[src/rtl/bist_scheduler_if.sv]
`timescale 1ns/1ps
`default_nettype none
// ============================================================================
// bist_scheduler_if : requester / pulse-controller signal bundle for bist_scheduler
// Rev 1.0
// ============================================================================
interface bist_scheduler_if #(
   parameter int NUM_REQ = 4,
   parameter int CNT_W   = 8
);
   logic [NUM_REQ-1:0] req;
   logic [NUM_REQ-1:0] gnt;
   logic [NUM_REQ-1:0] done;
   logic [NUM_REQ-1:0] err;
   logic               ctl_start;
   logic               ctl_running;
   logic               ctl_bist_end;
   logic               busy;
   logic [CNT_W-1:0]   session_cnt;

   modport slave (
      input  req, ctl_running, ctl_bist_end,
      output gnt, done, err, ctl_start, busy, session_cnt
   );

   modport master (
      output req, ctl_running, ctl_bist_end,
      input  gnt, done, err, ctl_start, busy, session_cnt
   );
endinterface
`default_nettype wire

[src/rtl/bist_scheduler.sv]
`timescale 1ns/1ps
`default_nettype none
// ============================================================================
// bist_scheduler : round-robin sharing of one BIST pulse controller
// Rev 1.0
// ============================================================================
module bist_scheduler #(
   parameter int NUM_REQ = 4,
   parameter int TIMEOUT = 255,
   parameter int CNT_W   = 8
) (
   input wire logic        clk,
   input wire logic        reset,
   bist_scheduler_if.slave bus
);
   localparam int               PTR_W     = (NUM_REQ > 1) ? $clog2(NUM_REQ) : 1;
   localparam logic [CNT_W-1:0] C_TIMEOUT = CNT_W'(TIMEOUT);
   localparam logic [PTR_W-1:0] C_PTR_RST = PTR_W'(NUM_REQ - 1);

   typedef enum logic [2:0] {
      S_IDLE     = 3'd0,
      S_START    = 3'd1,
      S_WAIT_RUN = 3'd2,
      S_WAIT_END = 3'd3,
      S_DONE     = 3'd4,
      S_ERROR    = 3'd5
   } state_t;

   state_t             r_state;
   logic [NUM_REQ-1:0] r_gnt;
   logic [NUM_REQ-1:0] r_done;
   logic [NUM_REQ-1:0] r_err;
   logic               r_start;
   logic               r_busy;
   logic [CNT_W-1:0]   r_cnt;
   logic [CNT_W-1:0]   r_timer;
   logic [PTR_W-1:0]   r_ptr;

   logic               w_found;
   logic [PTR_W-1:0]   w_winner;
   logic [PTR_W-1:0]   w_cand;
   logic [NUM_REQ-1:0] w_onehot;
   int                 w_idx;

   // Search starts just above the last winner so a held request yields to others.
   always_comb begin
      w_found  = 1'b0;
      w_winner = '0;
      w_idx    = 0;
      w_cand   = '0;
      for (int k = 1; k <= NUM_REQ; k++) begin
         w_idx  = (int'(r_ptr) + k) % NUM_REQ;
         w_cand = PTR_W'(w_idx);
         if (!w_found && bus.req[w_cand]) begin
            w_found  = 1'b1;
            w_winner = w_cand;
         end
      end
      w_onehot = {{(NUM_REQ-1){1'b0}}, 1'b1} << w_winner;
   end

   always_ff @(posedge clk or posedge reset) begin
      if (reset) begin
         r_state <= S_IDLE;
         r_gnt   <= '0;
         r_done  <= '0;
         r_err   <= '0;
         r_start <= 1'b0;
         r_busy  <= 1'b0;
         r_cnt   <= '0;
         r_timer <= '0;
         r_ptr   <= C_PTR_RST;
      end else begin
         r_done  <= '0;
         r_err   <= '0;
         r_start <= 1'b0;
         case (r_state)
            S_IDLE: begin
               if (w_found) begin
                  r_gnt   <= w_onehot;
                  r_ptr   <= w_winner;
                  r_start <= 1'b1;
                  r_busy  <= 1'b1;
                  r_state <= S_START;
               end
            end
            S_START: begin
               r_timer <= '0;
               r_state <= S_WAIT_RUN;
            end
            S_WAIT_RUN: begin
               if (bus.ctl_running) begin
                  r_timer <= '0;
                  r_state <= S_WAIT_END;
               end else if (r_timer == C_TIMEOUT) begin
                  r_err   <= r_gnt;
                  r_gnt   <= '0;
                  r_state <= S_ERROR;
               end else begin
                  r_timer <= r_timer + 1'b1;
               end
            end
            S_WAIT_END: begin
               // Only reached after running was seen, so a stale bist_end cannot end the session.
               if (!bus.ctl_running && bus.ctl_bist_end) begin
                  r_done  <= r_gnt;
                  r_gnt   <= '0;
                  r_cnt   <= r_cnt + 1'b1;
                  r_state <= S_DONE;
               end else if (r_timer == C_TIMEOUT) begin
                  r_err   <= r_gnt;
                  r_gnt   <= '0;
                  r_state <= S_ERROR;
               end else begin
                  r_timer <= r_timer + 1'b1;
               end
            end
            S_DONE, S_ERROR: begin
               r_busy  <= 1'b0;
               r_state <= S_IDLE;
            end
            default: begin
               r_gnt   <= '0;
               r_busy  <= 1'b0;
               r_state <= S_IDLE;
            end
         endcase
      end
   end

   assign bus.gnt         = r_gnt;
   assign bus.done        = r_done;
   assign bus.err         = r_err;
   assign bus.ctl_start   = r_start;
   assign bus.busy        = r_busy;
   assign bus.session_cnt = r_cnt;

endmodule
`default_nettype wire

[src/flat_wrapper.sv]
// flat-port wrapper written by rule: the top's interface ports become plain ports
module bist_scheduler_flat 
#(
   parameter int NUM_REQ = 4,
   parameter int TIMEOUT = 255,
   parameter int CNT_W   = 8
)
  (clk, reset, bus_req, bus_ctl_running, bus_ctl_bist_end, bus_gnt, bus_done, bus_err, bus_ctl_start, bus_busy, bus_session_cnt);
  bist_scheduler_if #(.NUM_REQ(NUM_REQ), .CNT_W(CNT_W)) bus_i ();
  input wire logic clk;
  input wire logic reset;
  input wire logic [$bits(bus_i.req)-1:0] bus_req;
  input wire logic [$bits(bus_i.ctl_running)-1:0] bus_ctl_running;
  input wire logic [$bits(bus_i.ctl_bist_end)-1:0] bus_ctl_bist_end;
  output wire logic [$bits(bus_i.gnt)-1:0] bus_gnt;
  output wire logic [$bits(bus_i.done)-1:0] bus_done;
  output wire logic [$bits(bus_i.err)-1:0] bus_err;
  output wire logic [$bits(bus_i.ctl_start)-1:0] bus_ctl_start;
  output wire logic [$bits(bus_i.busy)-1:0] bus_busy;
  output wire logic [$bits(bus_i.session_cnt)-1:0] bus_session_cnt;
  assign bus_i.req = bus_req;
  assign bus_i.ctl_running = bus_ctl_running;
  assign bus_i.ctl_bist_end = bus_ctl_bist_end;
  assign bus_gnt = bus_i.gnt;
  assign bus_done = bus_i.done;
  assign bus_err = bus_i.err;
  assign bus_ctl_start = bus_i.ctl_start;
  assign bus_busy = bus_i.busy;
  assign bus_session_cnt = bus_i.session_cnt;
  bist_scheduler #(.NUM_REQ(NUM_REQ), .TIMEOUT(TIMEOUT), .CNT_W(CNT_W)) u_core (.clk(clk), .reset(reset), .bus(bus_i));
endmodule
[config.mk]
export PLATFORM = sky130hd
export DESIGN_NAME = bist_scheduler_flat
export DESIGN_NICKNAME = d
export VERILOG_FILES = /design/src/rtl/bist_scheduler_if.sv /design/src/rtl/bist_scheduler.sv /design/src/flat_wrapper.sv
export SDC_FILE = /design/constraint.sdc
export NUM_CORES = 1
export LEC_CHECK = 0
export ABC_CLOCK_PERIOD_IN_PS = 3300
export BUFFER_PORTS_ARGS = -buffer_cell sky130_fd_sc_hd__buf_2
export CORE_MARGIN = 2
export CORE_UTILIZATION = 55
export DETAILED_ROUTE_END_ITERATION = 8
export PLACE_DENSITY = 0.83
export SLEW_MARGIN = 20
export SYNTH_ARGS = -nofsm -noshare
export SYNTH_HDL_FRONTEND = slang
export SYNTH_SLANG_ARGS = --single-unit
[constraint.sdc]
create_clock -name clk -period 3.3 [get_ports clk]
set_clock_uncertainty 0.1 [all_clocks]
set_input_delay 0.165 -clock clk [delete_from_list [all_inputs] [get_ports clk]]
set_output_delay 0.165 -clock clk [all_outputs]
set_load 0.005 [all_outputs]
# --- After elaboration in Yosys (flattened, before gate mapping) ---
# Cells that the tools add are included.
word_totals:
  ff_bits: 35
  inputBits: 8
  out_inout_bits: 22
  word_cells: 88
classes:
  addsub: 6
  order_cmp: 4
  eq_ne: 9
  shifts: 1
  muxes: 40
  bitwise_logic: 2
  reduce_logical: 17
op_table:
  columns: ["cell", "n"]
  rows:
  - ["$mux 4", 9]
  - ["$mux 8", 3]
  - ["$pmux 8 s3", 1]
  - ["$add 8x1->8 const B", 2]
  - ["$pmux 4 s4", 1]
  - ["$lt 2x3->1 const B", 4]
  - ["$mux 3", 4]
  - ["$pmux 3 s4", 1]
  - ["$mux 1", 11]
  - ["$bmux 1 s2", 4]
  - ["$eq 8x8->1 const B", 1]
  - ["$mux 2", 4]
  - ["$pmux 4 s2", 1]
  - ["$reduce_and 2->1", 4]
  - ["$eq 3x2->1 const B", 2]
  - ["$eq 3x3->1 const B", 2]
  - ["$reduce_or 3->1", 2]
  - ["$add 2x1->2 const B", 2]
  - ["$add 2x2->2 const B", 2]
  - ["$logic_and 1x1->1", 4]
  - ["$logic_not 1->1", 4]
  - ["$ne 2x2->1 const B", 2]
  - ["$shl 1x2->4 const A", 1]
  - ["$eq 3x1->1 const B", 1]
  - ["6 further kinds", 7]

# --- Depth between registers and ports, before layout ---
logic_depth:
  word_depth: 16
  depth_mapped: 6
  ltp_nobuf: 5

# --- Least setup slack after synthesis ---
# Ideal clock, no wire load.
synth_path:
  path_kind: "register -> register"
  from: "register u_core.r_state[1]"
  to: "register u_core.r_timer[5]"
  setup_ps: 77
  arrival_time_ps: 1627
  t_required_ps: 3123
  slack_ps: 1495
  path_stages_with_launch: 6
  n_path_buf: 1
  synth_period_minus_slack_ps: 1805
  path_cell_list: "dfrtp_1 buf_2 and4b_1 or3_1 or4_1 a21oi_1"
synth_between:
  elab_chain_len: 3
  word_cells_on_any_way: 7
  cone_classes: "eq/ne: 4; mux: 1; reduce/logical: 2"
synth_rtl:
  columns: ["element", "line", "rtl"]
  rows:
  - ["start, declared", "bist_scheduler.sv:29", "state_t r_state;"]
  - ["start signal, assigned", "bist_scheduler.sv:64", "r_state <= S_IDLE;"]
  - ["start signal, assigned", "bist_scheduler.sv:84", "r_state <= S_START;"]
  - ["start signal, assigned", "bist_scheduler.sv:89", "r_state <= S_WAIT_RUN;"]
  - ["$eq 3x2->1 / $eq 3x1->1 (equally long branches)", "bist_scheduler.sv:77", "case (r_state)"]
  - ["$ne 2x2->1 (no line) / $reduce_bool 3->1 (equally long branches)", null, null]
  - ["$reduce_and 2->1 (no line)", null, null]
  - ["end signal, assigned", "bist_scheduler.sv:100", "r_timer <= r_timer + 1'b1;"]
  - ["end signal, assigned", "bist_scheduler.sv:115", "r_timer <= r_timer + 1'b1;"]
  - ["end, declared", "bist_scheduler.sv:36", "logic [CNT_W-1:0] r_timer;"]
# Several ways; a longest one is shown, not always the timed one.
# A chain may end at the register's enable or synchronous reset.

# --- Worst setup path in the final report ---
layout_path:
  from: "register u_core.r_timer[0]"
  to: "register u_core.r_gnt[2] (netlist: u_core.bus.gnt[2])"
layout_between:
  elab_chain_len: 4
  word_cells_on_any_way: 5
  cone_classes: "eq/ne: 1; mux: 4"
layout_rtl:
  columns: ["element", "line", "rtl"]
  rows:
  - ["$eq 8x8->1 *", "bist_scheduler.sv:95, bist_scheduler.sv:110", null]
  - ["$mux 4 *", null, null]
  - ["$mux 4, on equally long branches", null, null]
  - ["$pmux 4 s4 *", null, null]
  - ["end signal, assigned", "bist_scheduler.sv:80", "r_gnt <= w_onehot;"]
  - ["end, declared", "bist_scheduler.sv:30", "logic [NUM_REQ-1:0] r_gnt;"]
# Every way passes the cells marked *; elsewhere a longest branch is shown, timed or not. The select of a mux whose other input is x is not followed.

==> summary.md <==
| Metric | Value |
|---|---|
| Largest cells by area after synthesis | `sky130_fd_sc_hd__dfrtp_1 50%, sky130_fd_sc_hd__a21oi_1 3.3%, sky130_fd_sc_hd__dfstp_2 3.2%, sky130_fd_sc_hd__nand3_1 2.7%, sky130_fd_sc_hd__and3_1 2.7%` |
| Post-synth top area share | `50.0%` |
| Total nets after synthesis | `169` |
| Largest net degree at the start of global routing | `36` |
| Drt pass-1 iters | `6` |
| Slack of the critical path | `1010 ps` |
| Count of unique library cells instantiated by Yosys | `45` |
| Top-level port count | `30` |
| Overall global routing resource usage | `21.6%` |
| Highest clock rate | `0.438 GHz` |
| Layout net count | `200` |
| Max Slew Vio Count | `0` |
| Vias | `1353` |
| Count of yosys warnings during synthesis | `0` |
| Failing checks | `DRC` |
| Post-route fraction of the period consumed by the critical path | `69.3%` |
| Starting density of the core | `58.9%` |
| Number of vias per cell after detailed routing | `6.09` |
| Final GP Congestion | `0.955` |
| Setup violators final | `0` |
| HPWL Detailed | `2380 um` |
| Slew at the pin closest to its max-slew limit | `713 ps` |
| Initial antenna violation count | `0` |
| Count leader, synth | `sky130_fd_sc_hd__dfrtp_1` |
| WL per Instance | `14.7 um` |
| Hold Path Class | `input pin to register` |
| Placement Rows | `19` |
| Post-cts gate resize count | `0` |
| Total DRC errors in the routed layout | `3` |
| Core area | `2810 um^2` |
| Drt first-iter violations | `56` |
| Number of maximum-capacitance constraint violations | `0` |
| Worst-case setup slack after placement | `1100 ps` |
| Root buffer cell | `sky130_fd_sc_hd__clkbuf_4` |
| Clock-pin slew of the registers on the worst-case setup and hold paths | `110 ps` |
| TritonCTS clock tree | `done` |
| Number of buffers added on ports | `29` |
| Required time of the critical path | `3450 ps` |
| Portion of the post-synthesis area used by sequential elements | `53.2%` |
| Post-synth EDFFs | `0` |
| Die width | `58.8 um` |
| Total detailed-routing wirelength | `3270 um` |
| Post-Syn Area | `1650 um^2` |
| Type of destination of the critical path | `register` |
| First-pass GRT wire length | `5560 um` |
| Diodes inserted | `0` |
| RSZ-0062 raised after global routing | `no` |
| Signed area change from the synthesized netlist to the final layout | `15.3%` |
| Ratio of total power to cell area | `715 nW/um^2` |
| Grt ovf | `0` |
| Number of instances in the placed design | `213` |
| Max H-tree Level | `2` |
| Status | `complete, but fails checks` |
| Max Fanout on Critical Path | `12` |
| Count of clock tree sinks | `35` |
| Proportion of register bits with asynchronous set or reset after synthesis | `100%` |
| Largest voltage drop on the vdd net | `0.509 mV` |
| Detail Route Antenna Nets | `0` |
| Clock buffers created by TritonCTS | `5` |
| Commonest cells in the netlist | `33 x sky130_fd_sc_hd__dfrtp_1, 11 x sky130_fd_sc_hd__a21oi_1, 9 x sky130_fd_sc_hd__nand3_1, 9 x sky130_fd_sc_hd__nor2_1` |
| Area of the die | `3460 um^2` |
| Number of cells produced by synthesis | `159` |
| Library cell occupying the most area in the post-synthesis netlist | `sky130_fd_sc_hd__dfrtp_1` |
| Cell leakage power | `0.000974 uW` |
| Post-layout minimum cycle time | `2290 ps` |
| Syn avg cell area | `10.4 um^2` |
| Later-pin clock latency in the skew report | `340 ps` |
| Setup TNS | `0 ps` |
| Die Y | `58.8 um` |
| Top flip-flop cell by instance count after synthesis | `sky130_fd_sc_hd__dfrtp_1` |
| Worst setup path category | `register to register` |
| Fin cells | `222` |
| Number of storage elements in the synthesis netlist | `35` |
| Setup slack of the worst register-to-register path | `1010 ps` |
| Maximum count of clock buffers along a single path | `2` |
| Max-slew headroom at the worst pin | `52.3%` |
| Critical Path AT | `2430 ps` |
| Via count of the first global-routing pass | `1302` |
| Share of final-layout standard cells stronger than drive strength 1 | `22.5%` |
| Category of the worst setup path launch point | `register` |
| Hold Vio Cnt, Final | `0` |
[power breakdown]
group,leakage [uW],internal [uW],switching [uW]
clock,0.0000452,159,142
sequential,0.000462,529,114
combinational,0.000467,189,228
[final cells by class]
class,count,area (um^2)
fillers,230,901
clock buffers,5,37.5
clock inverters,3,43.8
multi-input cells,112,724
inverters,5,18.8
well taps,31,38.8
repair buffers,31,163
flip-flops and latches,35,878
[worst paths after layout]
check,from,to,cells after the start
max reg2reg,u_core.r_timer[0]$_DFFE_PP0P_,u_core.bus.gnt[2]$_DFFE_PP0P_,5
max,u_core.r_timer[0]$_DFFE_PP0P_,u_core.bus.gnt[2]$_DFFE_PP0P_,5
min,bus_ctl_bist_end,u_core.r_state[0]$_DFFE_PP0P_,4
max in group asynchronous,reset,u_core.r_ptr[1]$_DFFE_PP1P_,4
min in group asynchronous,reset,u_core.bus.session_cnt[7]$_DFFE_PP0P_,4
min reg2reg,u_core.bus.session_cnt[7]$_DFFE_PP0P_,u_core.bus.session_cnt[7]$_DFFE_PP0P_,1
[worst max-delay path, cell delays in order (launching register included)]
cell and delay (ps):
sky130_fd_sc_hd__dfrtp_1 420, sky130_fd_sc_hd__ha_1 220, sky130_fd_sc_hd__nand3_1 230, sky130_fd_sc_hd__nor2_1 630, sky130_fd_sc_hd__o22ai_1 300, sky130_fd_sc_hd__a22o_1 290
[layer usage]
metal | global-route usage (%) | wire length, um | vias to the layer above | share of wire, %
li1 | - | - | 650 | -
met1 | 26.7 | 1420 | 647 | 43
met2 | 34.6 | 1570 | 46 | 48
met3 | 5.93 | 200 | 10 | 6.1
met4 | 11.4 | 81 | 0 | 2.5
met5 | 0 | 0 | - | 0
[cell usage in the layout, fill, tap and decap left out, types with 4 or more instances in the layout]
master	synthesis	layout
sky130_fd_sc_hd__dfrtp_1	33	33
sky130_fd_sc_hd__buf_2	3	29
sky130_fd_sc_hd__a21oi_1	11	11
sky130_fd_sc_hd__nor2_1	9	9
sky130_fd_sc_hd__nand3_1	9	9
sky130_fd_sc_hd__nand2_1	7	7
sky130_fd_sc_hd__and3_1	7	7
sky130_fd_sc_hd__inv_1	5	5
sky130_fd_sc_hd__o21ai_0	5	5
sky130_fd_sc_hd__and2_1	5	5
sky130_fd_sc_hd__clkbuf_4	0	5
sky130_fd_sc_hd__o31ai_1	4	4
sky130_fd_sc_hd__xor2_1	4	4
sky130_fd_sc_hd__nor3_1	4	4
sky130_fd_sc_hd__or3_1	4	4
[timing repair]
item / 4_1_cts / 5_1_grt
buffers inserted: 0 / 0
hold endpoints to repair: 33 / 0
hold buffers: 1 / 0
[metrics by stage]
stage               instance area [um^2]  hold slack (ps)  util [%]  total power (uW)
finish                              1900             91.0      67.9              1360
global route                        1900              126      67.9              1460
CTS                                 1900             84.5      67.9              1370
detailed placement                  1810              186      64.6              1060
global placement                    1810              167      64.6              1030
floorplan                           1650              218         -               936
[sequential cells by signal, indices dropped and copies added, names as in the netlist]
| signal | count |
|---|---|
| u_core.bus.session_cnt | 8 |
| u_core.r_timer | 8 |
| u_core.bus.done | 4 |
| u_core.bus.err | 4 |
| u_core.bus.gnt | 4 |
| u_core.r_state | 3 |
| u_core.r_ptr | 2 |
| u_core.bus.busy | 1 |
| u_core.bus.ctl_start | 1 |
[cells by family after synthesis]
logic type / Yosys count / synth area share (%)
and+or+nand+nor: 63 / 21.6
xor gates and xnor gates: 7 / 3.71
buffers and inverters: 12 / 2.95
DFF: 35 / 53.2
adders and majority gates: 2 / 1.51
muxes: 2 / 1.29
AOI/OAI and AO/OA: 38 / 15.8
(Power assumes the default switching activity.)
